[config.mk]
export PLATFORM = sky130hd
export DESIGN_NAME = prog_sec_timer
export DESIGN_NICKNAME = d
export VERILOG_FILES = /design/src/rtl/prog_sec_timer.sv
export SDC_FILE = /design/constraint.sdc
export NUM_CORES = 1
export LEC_CHECK = 0
export CORE_AREA = 2 2 46 90
export DETAILED_ROUTE_END_ITERATION = 8
export DIE_AREA = 0 0 48 92
export PLACE_DENSITY = 0.79
export SYNTH_ARGS = -nofsm -noshare
export SYNTH_HDL_FRONTEND = slang
export SYNTH_SLANG_ARGS = --single-unit
[constraint.sdc]
create_clock -name clk -period 2.3 [get_ports clk]
set_input_delay 0.46 -clock clk [delete_from_list [all_inputs] [get_ports clk]]
set_output_delay 0.46 -clock clk [all_outputs]
set_load 0.005 [all_outputs]
[src/rtl/prog_sec_timer.sv]
// Programmable seconds timer: prescaler -> tick counter -> seconds down-counter,
// one-shot or auto-reload. Define TIMER_SEC_LEFT_EN to expose the sec_left output.
module prog_sec_timer #(
    parameter int CLKS_PER_TICK = 50000,
    parameter int TICKS_PER_SEC = 1000,
    parameter int SEC_W         = 4
) (
    input  logic             clk,
    input  logic             rst,
    input  logic             enable,
    input  logic             start,
    input  logic             stop,
    input  logic [SEC_W-1:0] limit,
    input  logic             periodic,
    output logic             timeout,
    output logic             busy,
`ifdef TIMER_SEC_LEFT_EN
    output logic [SEC_W-1:0] sec_left,
`endif
    output logic             expired
);

    localparam int PW = $clog2(CLKS_PER_TICK);
    localparam int TW = $clog2(TICKS_PER_SEC);

    localparam logic [PW-1:0]    PRE_MAX  = PW'(CLKS_PER_TICK - 1);
    localparam logic [TW-1:0]    TICK_MAX = TW'(TICKS_PER_SEC - 1);
    localparam logic [SEC_W-1:0] SEC_ONE  = SEC_W'(1);

    typedef enum logic [1:0] {
        IDLE    = 2'd0,
        RUN     = 2'd1,
        EXPIRED = 2'd2
    } state_t;

    state_t           state_q, state_d;
    logic [PW-1:0]    pre_q, pre_d;
    logic [TW-1:0]    tick_q, tick_d;
    logic [SEC_W-1:0] sec_q, sec_d;
    logic [SEC_W-1:0] lim_q, lim_d;
    logic             per_q, per_d;
    logic             timeout_q, timeout_d;

    logic run_en;
    logic pre_wrap;
    logic tick_wrap;
    logic sec_wrap;
    logic last_sec;

    assign run_en    = (state_q == RUN) && enable;
    assign pre_wrap  = (pre_q == PRE_MAX);
    assign tick_wrap = (tick_q == TICK_MAX);
    assign sec_wrap  = run_en && pre_wrap && tick_wrap;
    assign last_sec  = sec_wrap && (sec_q == SEC_ONE);

    // State register
    always_ff @(posedge clk) begin
        if (rst) begin
            state_q   <= IDLE;
            pre_q     <= '0;
            tick_q    <= '0;
            sec_q     <= '0;
            lim_q     <= '0;
            per_q     <= 1'b0;
            timeout_q <= 1'b0;
        end else begin
            state_q   <= state_d;
            pre_q     <= pre_d;
            tick_q    <= tick_d;
            sec_q     <= sec_d;
            lim_q     <= lim_d;
            per_q     <= per_d;
            timeout_q <= timeout_d;
        end
    end

    // Next-state logic
    always_comb begin
        state_d = state_q;
        if (start) begin
            state_d = (limit == '0) ? EXPIRED : RUN;
        end else if (stop) begin
            state_d = IDLE;
        end else if (state_q == RUN && last_sec && !per_q) begin
            state_d = EXPIRED;
        end
    end

    // Counter datapath
    always_comb begin
        pre_d     = pre_q;
        tick_d    = tick_q;
        sec_d     = sec_q;
        lim_d     = lim_q;
        per_d     = per_q;
        timeout_d = 1'b0;
        if (start) begin
            // The start cycle is itself the first counted cycle, which puts
            // the expiry pulse exactly limit seconds' worth of cycles later.
            pre_d     = (limit == '0) ? '0 : PW'(1);
            tick_d    = '0;
            sec_d     = limit;
            lim_d     = limit;
            per_d     = periodic;
            timeout_d = (limit == '0);
        end else if (stop) begin
            pre_d  = '0;
            tick_d = '0;
            sec_d  = '0;
            lim_d  = '0;
            per_d  = 1'b0;
        end else if (run_en) begin
            pre_d = pre_wrap ? '0 : pre_q + PW'(1);
            if (pre_wrap) begin
                tick_d = tick_wrap ? '0 : tick_q + TW'(1);
            end
            if (sec_wrap) begin
                if (last_sec) begin
                    timeout_d = 1'b1;
                    sec_d     = per_q ? lim_q : '0;
                end else begin
                    sec_d = sec_q - SEC_ONE;
                end
            end
        end
    end

    // Outputs
    always_comb begin
        timeout = timeout_q;
        busy    = (state_q == RUN);
        expired = (state_q == EXPIRED);
`ifdef TIMER_SEC_LEFT_EN
        sec_left = (state_q == RUN) ? sec_q : '0;
`endif
    end

endmodule

==> results <==
layout make-up:
type	count	area [um^2]
repair buffers	37	320
well taps	51	63.8
flip-flops and latches	38	766
clock buffers	6	82.6
inverters	7	26.3
clock inverters	2	60.1
multi-input cells	176	1090
fillers	323	1400
worst min-delay path: stages, from the launching register on:
cell     delay [ns]
dfxtp_1        0.31
nand2_1        0.05
a21oi_1        0.05
worst max path at each step:
stage | startpoint | end | slack [ns] | cells after the start
floorplan | pre_q[11] | sec_q[1] | -0.04 | 6
global placement | pre_q[11] | sec_q[0] | -0.009 | 5
detailed placement | pre_q[11] | sec_q[1] | -0.07 | 5
CTS | pre_q[11] | sec_q[2] | -0.08 | 5
global route | pre_q[11] | sec_q[0] | -0.03 | 5
finish | pre_q[11] | state_q[0] | 0.04 | 5
per-layer routing:
layer	track usage (%)	vias up	wire (um)
li1	-	886	-
met1	21.8	853	1770
met2	38.8	37	2480
met3	5.71	13	149
met4	12.6	0	130
met5	0	-	0
per-stage QoR:
stage          cell area (um^2)  total power, mW  hold WS [ns]  std cells  setup WS (ns)
2_1_floorplan              1890            0.753         0.436        227        -0.0411
3_3_place_gp               2240            0.805         0.446        308       -0.00941
3_5_place_dp               2240            0.807         0.455        308        -0.0656
4_1_cts                    2400             1.51         0.466        317        -0.0820
5_1_grt                    2410             1.55         0.486        317        -0.0335
6_report                   2410             1.50         0.464        317         0.0357
layout by cell type (no fill, tap or decap), types with 2 or more instances in the layout:
| master | count |
|---|---|
| a211oi_1 | 2 |
| a21oi_1 | 12 |
| a221oi_2 | 3 |
| and4_1 | 2 |
| buf_4 | 24 |
| bufinv_16 | 2 |
| clkbuf_8 | 6 |
| clkdlybuf4s50_1 | 12 |
| dfxtp_1 | 34 |
| dfxtp_2 | 4 |
| ha_1 | 3 |
| inv_1 | 7 |
| nand2_1 | 26 |
| nand2b_1 | 4 |
| nand3_1 | 12 |
| nand4_1 | 7 |
| nor2_1 | 30 |
| nor2b_1 | 2 |
| nor3_1 | 6 |
| nor3b_1 | 4 |
| nor4_1 | 4 |
| o21ai_0 | 12 |
| o21ai_1 | 2 |
| or3_1 | 2 |
| or4_1 | 2 |
| or4_4 | 3 |
| xnor2_1 | 14 |
| xor2_1 | 7 |
cells in the mapped netlist, types with 2 or more instances:
| cell | number |
|---|---|
| a211oi_1 | 2 |
| a21oi_1 | 12 |
| a221oi_1 | 3 |
| and4_1 | 2 |
| clkbuf_1 | 6 |
| dfxtp_1 | 38 |
| ha_1 | 4 |
| inv_1 | 7 |
| nand2_1 | 26 |
| nand2b_1 | 4 |
| nand3_1 | 12 |
| nand4_1 | 7 |
| nor2_1 | 30 |
| nor2b_1 | 2 |
| nor3_1 | 6 |
| nor3b_1 | 4 |
| nor4_1 | 4 |
| o21ai_0 | 13 |
| or3_1 | 2 |
| or4_1 | 4 |
| xnor2_1 | 14 |
| xor2_1 | 7 |
power groups by stage:
stage / clock [mW] / combinational, mW / sequential [mW]
after global placement: 0 / 0.111 / 0.695
final: 0.703 / 0.114 / 0.680
after CTS: 0.715 / 0.114 / 0.680
after global routing: 0.745 / 0.125 / 0.682
after detailed placement: 0 / 0.112 / 0.695
after floorplan: 0 / 0.0594 / 0.693
what timing repair did:
| item | in CTS | in global routing |
|---|---|---|
| setup endpoints to repair | 14 | 14 |
| resized for setup | 3 | 2 |
| gates cloned | 1 | 0 |
| pin swaps | 3 | 1 |
flip-flops by register name, summed over array words and instances, names as in the netlist:
register and flops:
lim_q 4, per_q 1, pre_q 16, sec_q 4, state_q 2, tick_q 10
timeout 1
logic make-up after synthesis:
kind of cell / count (synthesis) / synth area share (%)
adders and majority gates: 4 / 2.70
AOI/OAI and AO/OA: 38 / 12.3
buffers and inverters: 14 / 2.90
DFF: 38 / 41.1
and+or+nand+nor: 112 / 31.1
xor gates and xnor gates: 21 / 9.93
==> metrics.cfg <==
[clocking]
cts_tree=done
cts_root_buf=clkbuf_8
clock_path_buffers=2
cts_setup_buffers=0
cts.clk_slew.worst_paths_ns=0.08
htreeDepth=2
numCtsBuffers=5
clock_latency_ns=0.30
hold_buffers=0
numClockSinks=38

[pwr]
powerDensity_nw_per_um2=622
pwr-share-clk_pct=46.9
intPower_mw=1.19
pwr-share-seq_pct=45.4
peakVddDrop_v=0.000394
p_comb_share_pct=7.6
leakage_nw=0.787
switching_share_pct=20.7
power_switching_mw=0.310

[die]
core_area_um2=3800
fp.dieW_um=48
die-area_um2=4420
num_io_pins=13
std_cell_rows=32
start_util_pct=48.7
fp.dieH_um=92

[detailed_routing]
finalWirelength_um=4530
drcViolationCount=0
vias=1789
drtPass1Iterations=4
drt_iter0_drc=35
final_antenna_net_count=0
wl_per_cell_um=14.3
via_per_inst=5.64

[timing]
period_needed_ns=2.26
grt_setup_unrepaired=true
worst_pin_slew_ns=0.498
setup_violations=0
hold_viol_final=0
slew_violations=0
fin_crit_sh_pct=98.4
clock.fmax_mhz=442
fin_skew_ns=0.00811
maxSlewHeadroom_pct=66.4
tns_ns=0

[placement]
portBuffers=12
hpwlAfterDp_um=3310
place.gp.congestion=0.852

[synth]
yosysWarnings=0
synth_cell_type_count=40
syn_nets=241
synth-main-ff-cell=dfxtp_1
synth_edf_count=0
ys_top_cells_by_area=dfxtp_1 (41%), xnor2_1 (6.6%), nor2_1 (6.1%)
synth_area_um2=1850
synthArstFlopShare_pct=0
synthCells=227
ys_ff_latch=38
avgSynthCellArea_um2=8.16
yosysTopAreaCellShare_pct=41.1
synth-seq-area-share_pct=41.1
synth_top_area_cell=dfxtp_1

[critical_path]
regToRegEndpoint=state_q[0]
slowest_stage=or4b_4
cpLargestDelayFamily=simple AND/OR/NAND/NOR gates
critical_path_class=reg2reg
cp-start-kind=flip-flop
crit_chain=or4b_4 -> or4_4 -> or4_4 -> nor3b_1 -> o21ai_1
slowest_delay_ns=0.54
cp-end-kind=flip-flop
cp.required_ns=2.49
ff2ff_path_depth=5
path_common_cell=or4_4
reg2reg_from=pre_q[11]
cp.arrival_ns=2.45
worst-path-buf-inv=0
cp_max_fo=4
r2r_slack_ns=0.04

[run]
max_cap_violations=0

[global_routing]
grt_pass1_wl_um=7170
antenna_found_initial=0
grt_pass1_vias=1702
gr-total-overflow=0
grt_usage_pct=22.4
grt_max_degree=14

[min_path]
hold_start=lim_q[0]
min_path_cells=2
hold-path-endpoint=lim_q[0]
hp-class=reg2reg

[final_layout]
drive_gt1_share_pct=18.4
antenna_cells=0
utilization_pct=63.3
nNetsFinal=279
syn_to_final_growth_pct=30.0

[run_status]
outcome=finished clean

Note: power is estimated with default switching activity, not from simulation.
